[src/rtl/maze_episode_controller.sv]
`default_nettype none
// +----------------------------------------------------------------------------+
// | maze_episode_controller: grid-maze episode sequencer for a Q-learning agent |
// | Revision: 1.0                                                               |
// +----------------------------------------------------------------------------+
module maze_episode_controller #(
  parameter int GRID_W       = 5,
  parameter int GRID_H       = 5,
  parameter int STATE_W      = 6,
  parameter int REWARD_W     = 16,
  parameter int MAX_STEPS    = 64,
  parameter int CNT_W        = 16,
  parameter int GOAL_REWARD  = 100,
  parameter int HIT_PENALTY  = -100,
  parameter int STEP_PENALTY = -1
) (
  input  logic                       clk,
  input  logic                       rst_n,
  input  logic                       en,
  input  logic                       start,
  input  logic [STATE_W-1:0]         start_state,
  input  logic [STATE_W-1:0]         goal_state,
  input  logic [GRID_W*GRID_H-1:0]   obstacle_mask,
  input  logic                       act_valid,
  output logic                       act_ready,
  input  logic [1:0]                 action,
  output logic                       upd_valid,
  input  logic                       upd_ready,
  output logic [STATE_W-1:0]         cur_state,
  output logic [STATE_W-1:0]         next_state,
  output logic [REWARD_W-1:0]        reward,
  output logic                       terminal,
  output logic                       busy,
  output logic                       goal,
  output logic                       error,
  output logic                       timeout,
  output logic                       config_err,
  output logic [CNT_W-1:0]           step_cnt,
  output logic [CNT_W-1:0]           episode_cnt
);

  localparam int                  c_cells     = GRID_W * GRID_H;
  localparam logic [c_cells-1:0]  c_lsb       = c_cells'(1);
  localparam logic [STATE_W-1:0]  c_grid_w    = STATE_W'(GRID_W);
  localparam logic [STATE_W-1:0]  c_last_col  = STATE_W'(GRID_W - 1);
  localparam logic [STATE_W-1:0]  c_last_row  = STATE_W'(GRID_H - 1);
  localparam logic [STATE_W-1:0]  c_one_st    = STATE_W'(1);
  localparam logic [CNT_W-1:0]    c_one_cnt   = CNT_W'(1);
  localparam logic [CNT_W-1:0]    c_max_steps = CNT_W'(MAX_STEPS);
  localparam logic [REWARD_W-1:0] c_rw_goal   = REWARD_W'(GOAL_REWARD);
  localparam logic [REWARD_W-1:0] c_rw_hit    = REWARD_W'(HIT_PENALTY);
  localparam logic [REWARD_W-1:0] c_rw_step   = REWARD_W'(STEP_PENALTY);

  localparam logic [1:0] c_kind_none    = 2'd0;
  localparam logic [1:0] c_kind_goal    = 2'd1;
  localparam logic [1:0] c_kind_error   = 2'd2;
  localparam logic [1:0] c_kind_timeout = 2'd3;

  typedef enum logic [1:0] {
    IDLE     = 2'd0,
    WAIT_ACT = 2'd1,
    UPDATE   = 2'd2,
    DONE     = 2'd3
  } state_t;

  state_t                r_state;
  state_t                w_state_nxt;
  logic [STATE_W-1:0]    r_cur;
  logic [STATE_W-1:0]    r_next;
  logic [REWARD_W-1:0]   r_reward;
  logic                  r_terminal;
  logic [1:0]            r_kind;
  logic                  r_goal;
  logic                  r_error;
  logic                  r_timeout;
  logic                  r_cfg_err;
  logic [CNT_W-1:0]      r_step;
  logic [CNT_W-1:0]      r_epi;

  logic                  w_start_bad;
  logic                  w_start_ok;
  logic                  w_reject;
  logic                  w_act_fire;
  logic                  w_upd_fire;
  logic [STATE_W-1:0]    w_row;
  logic [STATE_W-1:0]    w_col;
  logic [STATE_W-1:0]    w_nxt;
  logic                  w_nxt_obs;
  logic [REWARD_W-1:0]   w_reward;
  logic                  w_terminal;
  logic [1:0]            w_kind;

  assign w_start_bad = (32'(start_state) >= c_cells) ||
                       (|(obstacle_mask & (c_lsb << start_state)));

  // Moves off the grid edge leave the agent where it is.
  always_comb begin
    w_row = r_cur / c_grid_w;
    w_col = r_cur % c_grid_w;
    w_nxt = r_cur;
    case (action)
      2'd0:    if (w_row != '0)         w_nxt = r_cur - c_grid_w;
      2'd1:    if (w_col != c_last_col) w_nxt = r_cur + c_one_st;
      2'd2:    if (w_row != c_last_row) w_nxt = r_cur + c_grid_w;
      default: if (w_col != '0)         w_nxt = r_cur - c_one_st;
    endcase
  end

  assign w_nxt_obs = |(obstacle_mask & (c_lsb << w_nxt));

  always_comb begin
    w_reward   = c_rw_step;
    w_terminal = 1'b0;
    w_kind     = c_kind_none;
    if (w_nxt == goal_state) begin
      w_reward   = c_rw_goal;
      w_terminal = 1'b1;
      w_kind     = c_kind_goal;
    end else if (w_nxt_obs) begin
      w_reward   = c_rw_hit;
      w_terminal = 1'b1;
      w_kind     = c_kind_error;
    end else if ((r_step + c_one_cnt) == c_max_steps) begin
      w_terminal = 1'b1;
      w_kind     = c_kind_timeout;
    end
  end

  always_ff @(posedge clk or negedge rst_n) begin
    if (!rst_n) begin
      r_state <= IDLE;
    end else begin
      r_state <= w_state_nxt;
    end
  end

  always_comb begin
    w_state_nxt = r_state;
    w_start_ok  = 1'b0;
    w_reject    = 1'b0;
    w_act_fire  = 1'b0;
    w_upd_fire  = 1'b0;
    act_ready   = 1'b0;
    upd_valid   = 1'b0;
    busy        = 1'b0;
    case (r_state)
      WAIT_ACT: begin
        busy      = 1'b1;
        act_ready = en;
        if (en && act_valid) begin
          w_act_fire  = 1'b1;
          w_state_nxt = UPDATE;
        end
      end
      UPDATE: begin
        busy      = 1'b1;
        upd_valid = 1'b1;
        if (en && upd_ready) begin
          w_upd_fire  = 1'b1;
          w_state_nxt = r_terminal ? DONE : WAIT_ACT;
        end
      end
      default: begin
        if (en && start) begin
          if (w_start_bad) begin
            w_reject = 1'b1;
          end else begin
            w_start_ok  = 1'b1;
            w_state_nxt = WAIT_ACT;
          end
        end
      end
    endcase
  end

  always_ff @(posedge clk or negedge rst_n) begin
    if (!rst_n) begin
      r_cur      <= '0;
      r_next     <= '0;
      r_reward   <= '0;
      r_terminal <= 1'b0;
      r_kind     <= c_kind_none;
      r_goal     <= 1'b0;
      r_error    <= 1'b0;
      r_timeout  <= 1'b0;
      r_cfg_err  <= 1'b0;
      r_step     <= '0;
      r_epi      <= '0;
    end else if (en) begin
      r_cfg_err <= w_reject;
      if (w_start_ok) begin
        r_cur     <= start_state;
        r_step    <= '0;
        r_goal    <= 1'b0;
        r_error   <= 1'b0;
        r_timeout <= 1'b0;
      end
      if (w_act_fire) begin
        r_next     <= w_nxt;
        r_reward   <= w_reward;
        r_terminal <= w_terminal;
        r_kind     <= w_kind;
      end
      if (w_upd_fire) begin
        r_cur  <= r_next;
        r_step <= r_step + c_one_cnt;
        if (r_terminal) begin
          r_goal    <= r_goal    | (r_kind == c_kind_goal);
          r_error   <= r_error   | (r_kind == c_kind_error);
          r_timeout <= r_timeout | (r_kind == c_kind_timeout);
          if (r_epi != '1) r_epi <= r_epi + c_one_cnt;
        end
      end
    end
  end

  assign cur_state   = r_cur;
  assign next_state  = r_next;
  assign reward      = r_reward;
  assign terminal    = r_terminal;
  assign goal        = r_goal;
  assign error       = r_error;
  assign timeout     = r_timeout;
  assign config_err  = r_cfg_err;
  assign step_cnt    = r_step;
  assign episode_cnt = r_epi;

endmodule
`default_nettype wire

[config.mk]
export PLATFORM = sky130hd
export DESIGN_NAME = maze_episode_controller
export DESIGN_NICKNAME = d
export VERILOG_FILES = /design/src/rtl/maze_episode_controller.sv
export SDC_FILE = /design/constraint.sdc
export NUM_CORES = 1
export LEC_CHECK = 0
export BUFFER_PORTS_ARGS = -buffer_cell sky130_fd_sc_hd__buf_2
export CAP_MARGIN = 15
export CORE_ASPECT_RATIO = 0.7
export CORE_UTILIZATION = 40
export DETAILED_ROUTE_END_ITERATION = 10
export GPL_TIMING_DRIVEN = 0
export PLACE_DENSITY = 0.73
export SLEW_MARGIN = 15
export SYNTH_ARGS = -nofsm -noshare
export SYNTH_HDL_FRONTEND = slang
export SYNTH_SLANG_ARGS = --single-unit
[constraint.sdc]
create_clock -name clk -period 5.6 [get_ports clk]
set_input_delay 0.56 -clock clk [delete_from_list [all_inputs] [get_ports clk]]
set_output_delay 0.56 -clock clk [all_outputs]
set_load 0.02 [all_outputs]
### After elaboration in Yosys (flattened, before gate mapping)

Index checks and enable logic that the tools add are counted.

* word-level logic and storage cells: 104
* flip-flop bits (word level): 69
* output and inout port bits: 68
* input bits: 45

* divide/modulo/power cells: 2
* reductions and logical operators: 16
* magnitude comparators: 1
* bitwise logic cells: 5
* shifts and indexed selects: 2
* muxes and demuxes: 45
* add/subtract/negate cells: 6
* eq/ne operators: 15

Operators with widths (count)
* AND 25 bit: 2
* OR reduction 25 bit: 2
* left shift 1 x 6 -> 25 bit, first input constant: 2
* 2-to-1 mux 16 bit: 3
* 2-to-1 mux 6 bit: 6
* adder 16 x 1 -> 16 bit, second input constant: 2
* 2-to-1 mux 1 bit: 25
* one-hot mux 6 bit (3 select lines): 1
* equality test 16 x 7 -> 1 bit, second input constant: 1
* 2-to-1 mux 2 bit: 8
* != test 16 bit, second input constant: 1
* != test 6 x 3 -> 1 bit, second input constant: 2
* nonzero test 6 bit: 2
* equality test 2 bit, second input constant: 4
* AND reduction 4 bit: 2
* 2-to-1 mux 7 bit: 1
* adder 6 x 1 -> 6 bit, second input constant: 1
* adder 6 x 3 -> 6 bit, second input constant: 1
* divider 6 x 3 -> 6 bit, second input constant: 1
* equality test 2 x 1 -> 1 bit, second input constant: 3
* equality test 6 bit: 1
* >= comparator 6 x 5 -> 1 bit, second input constant: 1
* remainder unit 6 x 3 -> 6 bit, second input constant: 1
* subtractor 6 x 1 -> 6 bit, second input constant: 1
* other kinds (12): 18

### Longest topological paths before layout

* depth in word-level cells: 10
* depth in mapped cells: 20
* gate-level depth less buffers: 17

### Worst setup path after synthesis

No wires, ideal clock.

* path type: reg-to-reg
* start: register r_cur[5] (netlist: cur_state[5])
* end: register r_reward[1] (netlist: reward[1])
* period minus slack after synthesis: 4.929 ns
* data arrival time: 4.808 ns
* stages on the path, launching flop included: 20
* buffers on the path: 2
* library setup time: 0.121 ns
* setup slack: 0.671 ns
* required time: 5.479 ns
* cells stage by stage: dfrtp_1 -> buf_2 -> nor2b_1 -> nand3_1 -> o221a_2 -> ha_1 -> buf_2 -> nor2b_1 -> a2111o_1 -> a22o_1 -> a221o_2 -> a211oi_2 -> o32a_1 -> mux2_4 -> nor3_2 -> nor2_1 -> a221o_1 -> o211ai_2 -> nand3_1 -> a22o_1

* word-level cells in the longest chain between the ends: 9
* elaborated cells between the ends (all ways): 21
* those cells by class: add/sub (4); div (2); eq/ne (3); shift (1); mux (7); bitwise (1); reduce/logical (3)

RTL lines
* start: declaration: RTL line 68 `logic [STATE_W-1:0] r_cur;`
* start signal: assignment: RTL line 192 `r_cur <= start_state;`
* start signal: assignment: RTL line 205 `r_cur <= r_next;`
* divider 6 x 3 -> 6 bit / remainder unit 6 x 3 -> 6 bit (equally long branches): RTL line 98, 99
* != test 6 x 3 -> 1 bit (tied with other cells): RTL line 104 `2'd2: if (w_row != c_last_row) w_nxt = r_cur + c_grid_w;`
* 2-to-1 mux 6 bit (on tied branches)
* one-hot mux 6 bit (3 select lines) (*): RTL line 101 `case (action)`
* left shift 1 x 6 -> 25 bit: RTL line 109 `assign w_nxt_obs = |(obstacle_mask & (c_lsb << w_nxt));`
* AND 25 bit: RTL line 109
* OR reduction 25 bit: RTL line 109
* 2-to-1 mux 7 bit: RTL line 119 `end else if (w_nxt_obs) begin`
* 2-to-1 mux 16 bit (*): RTL line 115 `if (w_nxt == goal_state) begin`
* end signal: assignment: RTL line 200 `r_reward <= w_reward;`
* end: declaration: RTL line 70 `logic [REWARD_W-1:0] r_reward;`

Mark *: on every way between the ends. The rest lies on a longest branch, timed or not.
A chain may end at the register's enable or synchronous reset.

### Worst setup path after layout

* start: register r_cur[3] (netlist: cur_state[3])
* end: register r_kind[1]

* word-level cells in the longest chain between the ends: 9
* elaborated cells between the ends (all ways): 21
* those cells by class: add/sub (4); div (2); eq/ne (3); shift (1); mux (7); bitwise (1); reduce/logical (3)

RTL lines
* divider 6 x 3 -> 6 bit / remainder unit 6 x 3 -> 6 bit (equally long branches): RTL line 98, 99
* != test 6 x 3 -> 1 bit (tied with other cells): RTL line 104
* 2-to-1 mux 6 bit (on tied branches)
* one-hot mux 6 bit (3 select lines) (*): RTL line 101
* left shift 1 x 6 -> 25 bit: RTL line 109
* AND 25 bit: RTL line 109
* OR reduction 25 bit: RTL line 109
* 2-to-1 mux 2 bit: RTL line 119
* 2-to-1 mux 2 bit (*): RTL line 115
* end signal: assignment: RTL line 182 `r_kind <= c_kind_none;`
* end signal: assignment: RTL line 202 `r_kind <= w_kind;`
* end: declaration: RTL line 72 `logic [1:0] r_kind;`

Marked as above.

==> metrics.md <==
| Metric | Value |
|---|---|
| Max VDD drop | `0.287 mV` |
| Register area | `1430 um2` |
| Multi-input gate area | `3370 um2` |
| Post-layout minimum cycle time | `5.36 ns` |
| CTS Sinks | `57` |
| Least-Margin Pin Slew | `0.725 ns` |
| Crit path max-delay family | `compound AO/OA/AOI/OAI gates` |
| GRT Total Usage | `0.241` |
| Slew Viols, Final | `0` |
| Part of the cycle the worst path needs | `0.956` |
| Post-synthesis cell area | `5080 um2` |
| Drt wl/cell | `17.2 um` |
| Global-route wire length before repair | `24.5 mm` |
| Synth warnings | `0` |
| H-tree Lvls | `3` |
| Setup CP Type | `reg2reg` |
| Die H | `96.3 um` |
| # setup viols final | `0` |
| Ys flop type | `dfrtp_1` |
| Vias in the first global route | `4662` |
| Core ar. | `12400 um2` |
| Hold slack | `0.292 ns` |
| Number of antenna violations at the first check in global routing | `0` |
| Initial drt markers | `606` |
| Worst hold path type | `in2async` |
| DR WL met2 | `6.42 mm` |
| Clock root cell | `clkbuf_16` |
| Vias/cell | `5.93` |
| # rows | `34` |
| WP data required | `5.78 ns` |
| F_max | `187 MHz` |
| Largest net degree at the start of global routing | `58` |
| Sw Share | `0.515` |
| Worst clock skew | `0.00353 ns` |
| Max layer used | `met4` |
| Met1 wire length | `7.65 mm` |
| Cell variety after synth | `86` |
| Fraction of layout cells with a size suffix above 1 | `0.251` |
| Via count | `5460` |
| Worst-case clock buffer depth | `2` |
| Syn Nets | `685` |
| CP endpoint kind | `register` |
| Syn-to-layout area delta | `22.3%` |
| Final Hold Vio Count | `0` |
| CP Data Arrival Time | `5.53 ns` |
| Sw power | `2.04 mW` |
| Clock latency on the worst-skew pair | `0.32 ns` |
| Nets | `809` |
| Ports | `113` |
| Clock Power Share | `0.140` |
| Initial core utilization | `0.409` |
| CTS tree | `done` |
| Die W | `137 um` |
| Total length of routed wires | `15.8 mm` |
| Critical Path, Cell by Cell | `buf_4 -> buf_2 -> a21oi_1 -> o221a_2 -> ha_1 -> buf_2 -> nor2b_1 -> a2111o_1 -> a22o_1 -> a211o_1 -> a211oi_1 -> and2_1 -> a311oi_2 -> or2_1 -> buf_6 -> and2_1 -> a221oi_1 -> o211ai_2 -> nand4_2 -> o221ai_1` |
| Mean Syn Cell Area | `8.08 um2` |
| Async SR Flop Fraction | `1.00` |
| DR DRC count | `0` |
| N_diodes | `0` |
| Initial DRT Pass Iterations | `5` |
| IO buf count | `111` |
| Sequential fraction of the synthesis area | `0.281` |
| Total gr overflow | `0` |
| Remaining antenna violation count | `0` |
| Slew headroom | `0.517` |
| CP max FO | `10` |
| Sequential Power Share | `0.157` |
| Crit start category | `register` |
| GPL Wtd Cong | `1.00` |
| Worst-path clk slew | `0.05 ns` |
| Highest-count cells in the layout ignoring fill and taps | `115 x buf_2, 72 x nand2_1, 57 x dfrtp_1, 55 x o21ai_0, 47 x nor2_1` |
| Leak | `2.75 nW` |
| Buffers & Inverters on Critical Path | `4` |
| Yosys reg bits | `57` |
| Die ar. | `13200 um2` |
| Commonest non-fill, non-tap cell in the layout | `buf_2` |
| CP max stage delay | `0.47 ns` |
| Combinational Power Share | `0.703` |
| Worst setup margin | `0.245 ns` |
| Detailed Place HPWL | `12.1 mm` |
| Outcome | `completed` |
| Met3 routed WL | `1.56 mm` |
| TritonCTS buffer count | `9` |
| Critical path's slowest cell | `a211oi_1` |
| P_int | `1.92 mW` |
| Filler cells | `1221` |
| DP Worst Slack | `0.0801 ns` |
| EDFF count, synth | `0` |
| Overall Power | `3.96 mW` |
| Synth Instances | `629` |
| MaxCap Viol Count | `0` |
| Pwr per Cell Area | `636 nW/um2` |
-- through the flow --
step | area (um2) | cells | setup TNS, ns | utilization
final | 6220 | 920 | 0 | 0.501
after CTS | 6150 | 918 | 0 | 0.495
after global routing | 6220 | 920 | -0.0103 | 0.501
after global placement | 5840 | 902 | 0 | 0.470
after detailed placement | 5850 | 902 | 0 | 0.471
after floorplan | 5080 | 629 | 0 | -
-- timing repair --
item	4_1_cts	5_1_grt
endpoints found under the hold margin	0	0
setup buffers	0	2
hold buffers	0	0
resized for setup	0	11
setup endpoints to repair	0	6
-- worst paths after layout --
check,startpoint,to,slack [ns],cells after the start
worst min-delay path,rst_n,episode_cnt[8],0.29,1
min in group clk,reward[2],reward[2],0.48,1
worst min register to register,reward[2],reward[2],0.48,1
worst max register to register,cur_state[3],r_kind[1],0.24,20
max in group asynchronous,rst_n,reward[6],4.82,1
worst max-delay path,cur_state[3],r_kind[1],0.24,20
-- registers in the layout, summed over array words and instances, names as in the netlist --
signal / count
terminal: 1
step_cnt: 16
next_state: 6
goal: 1
error: 1
r_state: 2
r_kind: 2
reward: 4
timeout: 1
episode_cnt: 16
config_err: 1
cur_state: 6
-- layer usage --
metal	vias to the layer above	track usage
met2	300	0.335
met1	2541	0.362
met4	0	0.0741
met5	-	0
li1	2598	-
met3	21	0.0527
-- power groups by stage --
stage | sequential (mW) | clock [mW] | combinational [mW]
global route | 0.638 | 0.590 | 2.98
global placement | 0.622 | 0 | 2.59
floorplan | 0.694 | 0 | 1.87
detailed placement | 0.626 | 0 | 2.60
CTS | 0.619 | 0.568 | 2.62
finish | 0.621 | 0.554 | 2.78
-- cells in the mapped netlist, types with 4 or more instances --
library cell  count  area, um2
o211ai_1          6       45.0
and4_1            4       35.0
o21a_1            4       30.0
o22ai_1           7       43.8
and2_1           11       68.8
ha_1             11        138
nand2_1          72        270
mux2i_1          18        180
a221o_1           4       40.0
nand3_1          29        145
a31oi_1          14       87.6
dfrtp_1          57       1430
o31ai_1          12       90.1
clkbuf_1         21       78.8
a22o_1            4       35.0
nor4_1            4       25.0
xor2_1            6       52.6
nand4_1           9       56.3
a211o_1           7       61.3
a211oi_1         11       82.6
a21oi_1          25        125
nand2b_1          8       50.1
buf_4            13       97.6
nor2b_1          10       62.6
o21ai_0          55        275
xnor2_1          16        140
inv_1            21       78.8
buf_2             5       25.0
o21ai_1           5       25.0
nor3_1           10       50.1
o221ai_1          6       52.6
and3_1            9       56.3
nor2_1           48        180
-- logic make-up (layout without fill, tap and decap cells) --
group | count (synthesis) | in the layout | share of synthesized area
and+or+nand+nor | 240 | 240 | 0.240
adders and majority gates | 11 | 11 | 0.0271
buffers and inverters | 69 | 198 | 0.0662
DFF | 57 | 57 | 0.281
AOI/OAI and AO/OA | 205 | 205 | 0.291
xor gates and xnor gates | 23 | 23 | 0.0411
muxes | 24 | 24 | 0.0539
-- final cells by class --
class                      count  area share
timing repair buffer         113      0.0921
tap                          162      0.0326
multi-input combinational    503       0.542
clock buffer                  14      0.0441
clock inverter                 2     0.00563
sequential                    57       0.229
inverter                      24      0.0145
buffer                        45      0.0398
Power figures use the tool's default switching activity.
